--- src/rtl/rv_mem_stage_pkg.sv ---
// Shared encodings for the RV32I MEM stage: load/store width codes,
// writeback source select codes and access FSM states.
package rv_mem_stage_pkg;

  typedef enum logic [2:0] {
    BC_B  = 3'b000,
    BC_H  = 3'b001,
    BC_W  = 3'b010,
    BC_BU = 3'b100,
    BC_HU = 3'b101
  } bytectrl_e;

  // Access size lives in bytectrl[1:0]; bytectrl[2] selects zero-extension.
  localparam logic [1:0] SZ_B = 2'b00;
  localparam logic [1:0] SZ_H = 2'b01;
  localparam logic [1:0] SZ_W = 2'b10;

  typedef enum logic [1:0] {
    PS_ALU   = 2'b00,
    PS_IMM   = 2'b01,
    PS_PCIMM = 2'b10,
    PS_PC4   = 2'b11
  } presel_e;

  typedef enum logic [1:0] {
    MEM_ST_IDLE = 2'b00,
    MEM_ST_REQ  = 2'b01,
    MEM_ST_WAIT = 2'b10
  } mem_state_e;

endpackage

--- src/rtl/rv_mem_stage_lsu_align.sv ---
// Combinational load/store lane handling: byte enables, store data
// replication, load byte/half extraction with sign/zero extension.
module rv_mem_stage_lsu_align
  import rv_mem_stage_pkg::*;
#(
  parameter int XLEN = 32
) (
  input  logic [2:0]      i_bytectrl,
  input  logic [1:0]      i_addr_lo,
  input  logic [XLEN-1:0] i_wd,
  input  logic [XLEN-1:0] i_rdata,
  output logic [3:0]      o_be,
  output logic [XLEN-1:0] o_wdata,
  output logic [XLEN-1:0] o_ld_data,
  output logic            o_misaligned
);

  function automatic logic [XLEN-1:0] ext_byte(input logic [7:0] b, input logic uns);
    return uns ? {{(XLEN-8){1'b0}}, b} : {{(XLEN-8){b[7]}}, b};
  endfunction

  function automatic logic [XLEN-1:0] ext_half(input logic [15:0] h, input logic uns);
    return uns ? {{(XLEN-16){1'b0}}, h} : {{(XLEN-16){h[15]}}, h};
  endfunction

  logic [XLEN-1:0] w_lane;

  // Bring the addressed byte/half down to bit 0 before extension.
  assign w_lane = i_rdata >> {i_addr_lo, 3'b000};

  always_comb begin
    o_be         = 4'b1111;
    o_wdata      = i_wd;
    o_ld_data    = i_rdata;
    o_misaligned = 1'b0;
    unique case (i_bytectrl[1:0])
      SZ_B: begin
        o_be      = 4'b0001 << i_addr_lo;
        o_wdata   = {4{i_wd[7:0]}};
        o_ld_data = ext_byte(w_lane[7:0], i_bytectrl[2]);
      end
      SZ_H: begin
        o_be         = 4'b0011 << i_addr_lo;
        o_wdata      = {2{i_wd[15:0]}};
        o_ld_data    = ext_half(w_lane[15:0], i_bytectrl[2]);
        o_misaligned = i_addr_lo[0];
      end
      default: begin
        o_be         = 4'b1111;
        o_wdata      = i_wd;
        o_ld_data    = i_rdata;
        o_misaligned = |i_addr_lo;
      end
    endcase
  end

endmodule

--- src/rtl/rv_mem_stage.sv ---
// RV32I MEM stage: req/gnt/rvalid data-memory access FSM, pipeline stall,
// MEM->EX forward value and MEM/WB writeback registers.
module rv_mem_stage
  import rv_mem_stage_pkg::*;
#(
  parameter int XLEN    = 32,
  parameter int DMEM_AW = 32
) (
  input  logic               i_mem_clk,
  input  logic               i_mem_rst,
  input  logic               i_mem_is_load,
  input  logic               i_mem_dmem_we,
  input  logic [2:0]         i_mem_dmem_bytectrl,
  input  logic [XLEN-1:0]    i_mem_alu_res,
  input  logic [XLEN-1:0]    i_mem_immext_res,
  input  logic [XLEN-1:0]    i_mem_pc_plus_imm,
  input  logic [XLEN-1:0]    i_mem_pc_plus_4,
  input  logic [XLEN-1:0]    i_mem_dmem_wd,
  input  logic               i_mem_rf_we,
  input  logic [4:0]         i_mem_rf_wa,
  input  logic [1:0]         i_mem_rf_wd_pre_sel,
  output logic               o_mem_dmem_req,
  output logic               o_mem_dmem_wr,
  output logic [DMEM_AW-1:0] o_mem_dmem_addr,
  output logic [3:0]         o_mem_dmem_be,
  output logic [XLEN-1:0]    o_mem_dmem_wdata,
  input  logic               i_mem_dmem_gnt,
  input  logic               i_mem_dmem_rvalid,
  input  logic [XLEN-1:0]    i_mem_dmem_rdata,
  output logic               o_mem_stall,
  output logic               o_mem_misaligned,
  output logic [XLEN-1:0]    o_mem_ex_rf_rd_mem,
  output logic               o_mem_wb_rf_we,
  output logic [4:0]         o_mem_wb_rf_wa,
  output logic [XLEN-1:0]    o_mem_wb_rf_wd
);

  mem_state_e      r_state;
  logic            w_access;
  logic            w_load;
  logic            w_store;
  logic            w_mis_raw;
  logic            w_req;
  logic            w_misaligned;
  logic            w_stall;
  logic [3:0]      w_be;
  logic [XLEN-1:0] w_wdata;
  logic [XLEN-1:0] w_ld_data;
  logic [XLEN-1:0] w_presel_res;

  logic            r_wb_rf_we_p1;
  logic [4:0]      r_wb_rf_wa_p1;
  logic [XLEN-1:0] r_wb_rf_wd_p1;

  rv_mem_stage_lsu_align #(.XLEN(XLEN)) u_align (
    .i_bytectrl   (i_mem_dmem_bytectrl),
    .i_addr_lo    (i_mem_alu_res[1:0]),
    .i_wd         (i_mem_dmem_wd),
    .i_rdata      (i_mem_dmem_rdata),
    .o_be         (w_be),
    .o_wdata      (w_wdata),
    .o_ld_data    (w_ld_data),
    .o_misaligned (w_mis_raw)
  );

  // A load flag takes priority if both load and store are set.
  assign w_load   = i_mem_is_load;
  assign w_store  = i_mem_dmem_we & ~i_mem_is_load;
  assign w_access = i_mem_is_load | i_mem_dmem_we;

  always_comb begin
    w_req = 1'b0;
    if (!i_mem_rst) begin
      unique case (r_state)
        MEM_ST_IDLE: w_req = w_access & ~w_mis_raw;
        MEM_ST_REQ:  w_req = 1'b1;
        default:     w_req = 1'b0;
      endcase
    end
  end

  assign w_misaligned = ~i_mem_rst & (r_state == MEM_ST_IDLE) & w_access & w_mis_raw;

  assign w_stall = ~i_mem_rst &
                   ((w_req & ~i_mem_dmem_gnt) |
                    (w_req & i_mem_dmem_gnt & w_load) |
                    ((r_state == MEM_ST_WAIT) & ~i_mem_dmem_rvalid));

  always_ff @(posedge i_mem_clk) begin
    if (i_mem_rst) begin
      r_state <= MEM_ST_IDLE;
    end else begin
      unique case (r_state)
        MEM_ST_IDLE, MEM_ST_REQ: begin
          if (w_req) begin
            if (!i_mem_dmem_gnt) r_state <= MEM_ST_REQ;
            else if (w_load)     r_state <= MEM_ST_WAIT;
            else                 r_state <= MEM_ST_IDLE;
          end
        end
        MEM_ST_WAIT: begin
          if (i_mem_dmem_rvalid) r_state <= MEM_ST_IDLE;
        end
        default: r_state <= MEM_ST_IDLE;
      endcase
    end
  end

  // Bus side is quiet whenever no request is presented; inputs are held
  // by the stall, so these stay stable for the life of a request.
  assign o_mem_dmem_req   = w_req;
  assign o_mem_dmem_wr    = w_req & w_store;
  assign o_mem_dmem_addr  = w_req ? {i_mem_alu_res[DMEM_AW-1:2], 2'b00} : '0;
  assign o_mem_dmem_be    = w_req ? w_be : 4'b0000;
  assign o_mem_dmem_wdata = (w_req & w_store) ? w_wdata : '0;
  assign o_mem_stall      = w_stall;
  assign o_mem_misaligned = w_misaligned;

  always_comb begin
    w_presel_res = i_mem_alu_res;
    unique case (i_mem_rf_wd_pre_sel)
      PS_ALU:   w_presel_res = i_mem_alu_res;
      PS_IMM:   w_presel_res = i_mem_immext_res;
      PS_PCIMM: w_presel_res = i_mem_pc_plus_imm;
      PS_PC4:   w_presel_res = i_mem_pc_plus_4;
      default:  w_presel_res = i_mem_alu_res;
    endcase
  end

  assign o_mem_ex_rf_rd_mem = w_presel_res;

  // MEM -> WB boundary
  always_ff @(posedge i_mem_clk) begin
    if (i_mem_rst) begin
      r_wb_rf_we_p1 <= 1'b0;
      r_wb_rf_wa_p1 <= '0;
      r_wb_rf_wd_p1 <= '0;
    end else if (w_stall) begin
      r_wb_rf_we_p1 <= 1'b0;
    end else begin
      r_wb_rf_we_p1 <= i_mem_rf_we & ~w_misaligned;
      r_wb_rf_wa_p1 <= i_mem_rf_wa;
      r_wb_rf_wd_p1 <= w_load ? w_ld_data : w_presel_res;
    end
  end

  assign o_mem_wb_rf_we = r_wb_rf_we_p1;
  assign o_mem_wb_rf_wa = r_wb_rf_wa_p1;
  assign o_mem_wb_rf_wd = r_wb_rf_wd_p1;

endmodule

--- config.mk ---
export PLATFORM = sky130hd
export DESIGN_NAME = rv_mem_stage
export DESIGN_NICKNAME = d
export VERILOG_FILES = /design/src/rtl/rv_mem_stage_pkg.sv /design/src/rtl/rv_mem_stage_lsu_align.sv /design/src/rtl/rv_mem_stage.sv
export SDC_FILE = /design/constraint.sdc
export NUM_CORES = 1
export LEC_CHECK = 0
export ABC_AREA = 1
export CAP_MARGIN = 25
export CORE_AREA = 2 2 136 138
export DETAILED_ROUTE_END_ITERATION = 10
export DIE_AREA = 0 0 138 140
export PLACE_DENSITY_LB_ADDON = 0.05
export SLEW_MARGIN = 20
export SYNTH_ARGS = -nofsm -noshare
export SYNTH_HDL_FRONTEND = slang
export SYNTH_SLANG_ARGS = --single-unit
export TNS_END_PERCENT = 50
--- constraint.sdc ---
create_clock -name i_mem_clk -period 2.2 [get_ports i_mem_clk]
set_input_delay 0.44 -clock i_mem_clk [delete_from_list [all_inputs] [get_ports i_mem_clk]]
set_output_delay 0.44 -clock i_mem_clk [all_outputs]
set_load 0.02 [all_outputs]
Word level (Yosys, flattened, before mapping)
Index checks and enable logic that the tools add are counted.
W data, S select, Z words.
Cells by class
  equal/unequal tests: 8
  shifts and indexed selects: 3
  multiplexer cells: 18
  bitwise operators: 21
  reductions and logical operators: 7
Operator list (count)
  $mux W32: 5
  $pmux W32 S2: 2
  $pmux W32 S4: 1
  $shr A32 B5 Y16: 1
  $and A1 B1 Y1: 12
  $mux W2: 4
  $pmux W4 S2: 1
  $eq A2 B1 Y1 const B: 3
  $eq A2 B2 Y1 const B: 3
  $logic_not A2 Y1: 3
  $not A1 Y1: 6
  $reduce_or A2 Y1: 3
  $mux W4: 1
  $ne A2 B2 Y1 const B: 2
  $pmux W1 S2: 2
  $pmux W2 S2: 1
  $shl A1 B2 Y4 const A: 1
  $shl A2 B2 Y4 const A: 1
  $or A1 B1 Y1: 3
  $reduce_and A2 Y1: 1
  $mux W1: 1
Word-level totals
  register bits after elaboration: 40
  input port bits: 209
  output and inout port bits: 142
  word-level logic and storage cells: 61

Longest topological paths before layout
  depth after elaboration: 12
  gate-level depth with buffers: 12
  mapped depth without buffers: 11

By module
A second synthesis with hierarchy kept.
Second synthesis, totals
  cells, all modules: 967
  area, all modules: 4897.2 um^2
By module, submodules not included
  rv_mem_stage: times used 1, cells each 716, area each 3678.5 um^2
  rv_mem_stage_lsu_align: times used 1, cells each 251, area each 1218.7 um^2

Least setup slack after synthesis
No wires, ideal clock.
  path type: input to output
  start point: input i_mem_dmem_bytectrl[1]
  end point: output o_mem_dmem_wdata[22]
  arrival: 1691 ps
  data required time: 1760 ps
  setup slack: 69 ps
  cell stages on the path: 10
  buffers on the path: 2
  path through: buf_4 inv_4 nand3_2 nand3_1 nand2_2 nand2_2 inv_2 nand3_2 buf_2 nor2_1
Between the ends
  cells in the longest elaborated chain, start to end: 8
  elaborated cells between the ends (all ways): 10
RTL lines
  start, declared: RTL line rv_mem_stage.sv:13  | input logic [2:0] i_mem_dmem_bytectrl,
  $eq A2 B1 Y1 / $logic_not A2 Y1 (equally long branches): RTL line rv_mem_stage_lsu_align.sv:36  | unique case (i_bytectrl[1:0])
  $pmux W1 S2 *: RTL line rv_mem_stage_lsu_align.sv:36
  $not A1 Y1 *: RTL line rv_mem_stage.sv:75  | MEM_ST_IDLE: w_req = w_access & ~w_mis_raw;
  $and A1 B1 Y1 *: RTL line rv_mem_stage.sv:75
  $pmux W1 S2 *: RTL line rv_mem_stage.sv:74  | unique case (r_state)
  $mux W1 *: RTL line rv_mem_stage.sv:73  | if (!i_mem_rst) begin
  net o_mem_dmem_req: RTL line rv_mem_stage.sv:22  | output logic o_mem_dmem_req,
  $and A1 B1 Y1 *: RTL line rv_mem_stage.sv:115  | assign o_mem_dmem_wdata = (w_req & w_store) ? w_wdata : '0;
  $mux W32 *: RTL line rv_mem_stage.sv:115
  end, declared: RTL line rv_mem_stage.sv:26  | output logic [XLEN-1:0] o_mem_dmem_wdata,
Mark *: on every way through the listed nets, which the timed path passes. The rest lies on a longest branch.

Worst setup path in the final report
  start point: input i_mem_rst
  end point: output o_mem_dmem_wdata[24]
Between the ends
  cells in the longest elaborated chain, start to end: 3
RTL lines
  start, declared: RTL line rv_mem_stage.sv:10  | input logic i_mem_rst,
  $mux W1: RTL line rv_mem_stage.sv:73
  $and A1 B1 Y1: RTL line rv_mem_stage.sv:115
  $mux W32: RTL line rv_mem_stage.sv:115
Every way passes these cells.

==> flow_summary.ini <==
[drt]
drt_wl_total_um = 25100
viasPerCell = 4.67
drc_errors = 0
post_drt_wl_per_cell_um = 17.8
first_pass_iters = 5
drt_iter0_drc = 321
antenna_left = 0
via_count = 6575

[place]
port_buffers = 348
dp.cells = 1392
dpl.hpwl_um = 20100
gp_congestion = 0.925

[cts]
cts_tree = yes
hold_buffers = 0
clockBufferDepth = 2
clk-insertion-delay-late_ns = 0.28
cts.clk_slew.worst_paths_ns = 0.07
htree_levels = 2
clock-sinks = 40
root_buffer = clkbuf_16
cts_made_buffers = 5

[critical_path]
cp_slowest_cell = dlygate4sd2_1
critPathTopFamily = buffers and inverters
path_class = input pin to output pin
r2r-start = r_state[1]
crit_path_frequent_cell = nor2_4
arrival_ns = 1.72
cp-start-kind = input pin
path_cells = dlygate4sd2_1, nor2_4, nand2_4, inv_4, nand3_4, buf_12, buf_16, nor2_4, buf_6
r2r_cells = 8
worst-path-buf-inv = 5
r2r-end = o_mem_wb_rf_wd[3]
rrSetupSlack_ns = 0.67
worst_path_largest_cell_delay_ns = 0.27
endpoint_kind = output pin
worstPathRequired_ns = 1.76
path_max_fanout = 8

[finish]
fin_nets = 1388
drive_gt1_share_pct = 21.7
fin_cells = 1409
syn_to_final_growth_pct = 119
fill_cells = 1847
antenna_cells = 0

[sta]
relSlewSlack_pct = 65.6
fin_crit_ns = 2.16
worstMarginPinSlew_ns = 0.516
fin_crit_sh_pct = 98.3
clock.fmax_mhz = 462
maxSlewViolCount = 0
rsz0062_at_grt = yes
hold_slack_ns = 0.466
finalHoldViolCount = 0
fin_tns_setup_ns = 0
fin_skew_ns = 0.00310
setup_viol = 0

[floorplan]
std_cell_rows = 49
io_pins = 351
die_h_um = 140
initial_utilization_pct = 22.8
die_width_um = 138
die_area_um2 = 19300
design.core.area_um2 = 17800

[min_path]
hp-start = o_mem_wb_rf_wd[13]
min_to = o_mem_wb_rf_wd[13]
hold_depth = 2
hp-class = register to register

[power_and_ir_drop]
leakagePower_nw = 4.18
powerDensity_nw_per_um2 = 407
finalPower_mw = 3.62
max-vdd-ir-drop_v = 0.000327

[global_routing]
grt_pass1_wl_um = 37000
grt_start_max_net_pins = 41
overflow = 0
grt_pass1_vias = 6505
grt_usage_pct = 24.1
antenna_found_initial = 0

[synth]
yosysSeqAreaShare_pct = 19.8
yosys-top-cells-area = nand2_1 (23%), dfxtp_1 (20%), nand3_1 (10%)
synth_top_cell_by_area = nand2_1
netlist_area_um2 = 4050
ys_warn_count = 0
synth_top_cell_area_share_pct = 23.2
synthDistinctLibCells = 26
ys_ff_latch = 40
syn_inst = 764
synth_area_per_cell_um2 = 5.31

[run]
cap_violations = 0

[run_status]
status = finished clean
[synth_stat cells (all sizes together)]
library cell	number
a21oi	35
a31oi	7
and2	1
buf	29
clkbuf	24
conb	1
dfxtp	40
inv	63
nand2	256
nand3	98
nand3b	1
nand4	31
nor2	110
nor3	1
o211ai	6
o21ai	60
or2	1
[worst register-to-register path, cell delays in order (launching register included)]
cell and delay [ns]:
dfxtp_1 0.33, nor2_4 0.13, buf_4 0.14, nand3_2 0.08, nand2_2 0.07, buf_4 0.41, inv_1 0.12, nand3_1 0.09
nand2_1 0.05
[what timing repair did]
action,4_1_cts,5_1_grt
setup endpoints to repair,117,78
cloned,5,1
pin swaps,6,10
endpoints found under the hold margin,0,0
gates resized for setup,316,113
buffers inserted,4,0
[logic make-up after synthesis]
| logic type | share of synthesized area (%) |
|---|---|
| AO/OA/AOI/OAI | 13.9 |
| buffers and inverters | 12.4 |
| flip-flops | 19.8 |
| other | 0.0925 |
| AND/OR/NAND/NOR | 53.8 |
[layout by cell type, fill, tap and decap left out, types with 2 or more instances in the layout]
cell / count
nor2_4: 25
buf_6: 33
nand2_1: 251
nand4_1: 31
a31oi_1: 7
o21ai_0: 22
nand3_1: 83
nand3_2: 12
inv_4: 2
clkdlybuf4s15_2: 12
buf_8: 2
nor2_2: 11
inv_1: 58
nor2_1: 74
inv_2: 3
buf_16: 3
a21oi_1: 35
buf_4: 116
nand2_2: 4
buf_12: 5
clkbuf_2: 4
dlygate4sd2_1: 35
dfxtp_1: 40
o21ai_1: 37
nand3_4: 3
buf_2: 9
conb_1: 2
clkdlybuf4s15_1: 3
clkbuf_16: 6
clkdlybuf4s50_1: 237
o211ai_1: 6
[metrics by stage]
stage	instance area (µm²)	setup WS, ns	utilization (%)
floorplan	4060	0.0691	-
global placement	8360	-0.719	47.0
detailed placement	8360	-0.750	47.0
CTS	8600	0.00382	48.4
global route	8890	-0.0555	50.0
finish	8890	0.0376	50.0
[metal layers]
layer	part of all wire (%)	GRT usage [%]
met5	0	0
met4	2.7	6.50
met2	52	45.2
met1	39	27.4
met3	6.7	5.37
[state kept, by name, indices dropped and copies added (netlist names)]
| name | cells |
|---|---|
| o_mem_wb_rf_wd | 32 |
| o_mem_wb_rf_we | 1 |
| o_mem_wb_rf_wa | 5 |
| r_state | 2 |
[area by class of cell]
class / count / area [µm²] / share of cell area [%]
clock buffers: 5 / 125 / 1.41
clock inverters: 3 / 46.3 / 0.521
inverters: 63 / 241 / 2.72
multi-input cells: 609 / 3000 / 33.7
flip-flops and latches: 40 / 801 / 9.01
well taps: 229 / 287 / 3.22
repair buffers: 460 / 4390 / 49.4
[where the power goes]
group / switching (mW) / internal [mW]
Combinational: 0.990 / 0.932
Sequential: 0.0401 / 0.794
Clock: 0.322 / 0.540
[how the worst max path moves through the flow]
stage / start / depth (start not counted) / to / slack, ns
after floorplan: i_mem_dmem_bytectrl[1] / 10 / o_mem_dmem_wdata[22] / 0.07
after global placement: i_mem_dmem_bytectrl[1] / 9 / o_mem_dmem_wdata[8] / -0.72
after detailed placement: i_mem_dmem_bytectrl[1] / 9 / o_mem_dmem_wdata[8] / -0.75
after CTS: i_mem_dmem_we / 8 / o_mem_dmem_addr[13] / 0.004
after global routing: i_mem_alu_res[1] / 11 / o_mem_dmem_wdata[9] / -0.06
final: i_mem_rst / 9 / o_mem_dmem_wdata[24] / 0.04
(Power assumes the default switching activity.)
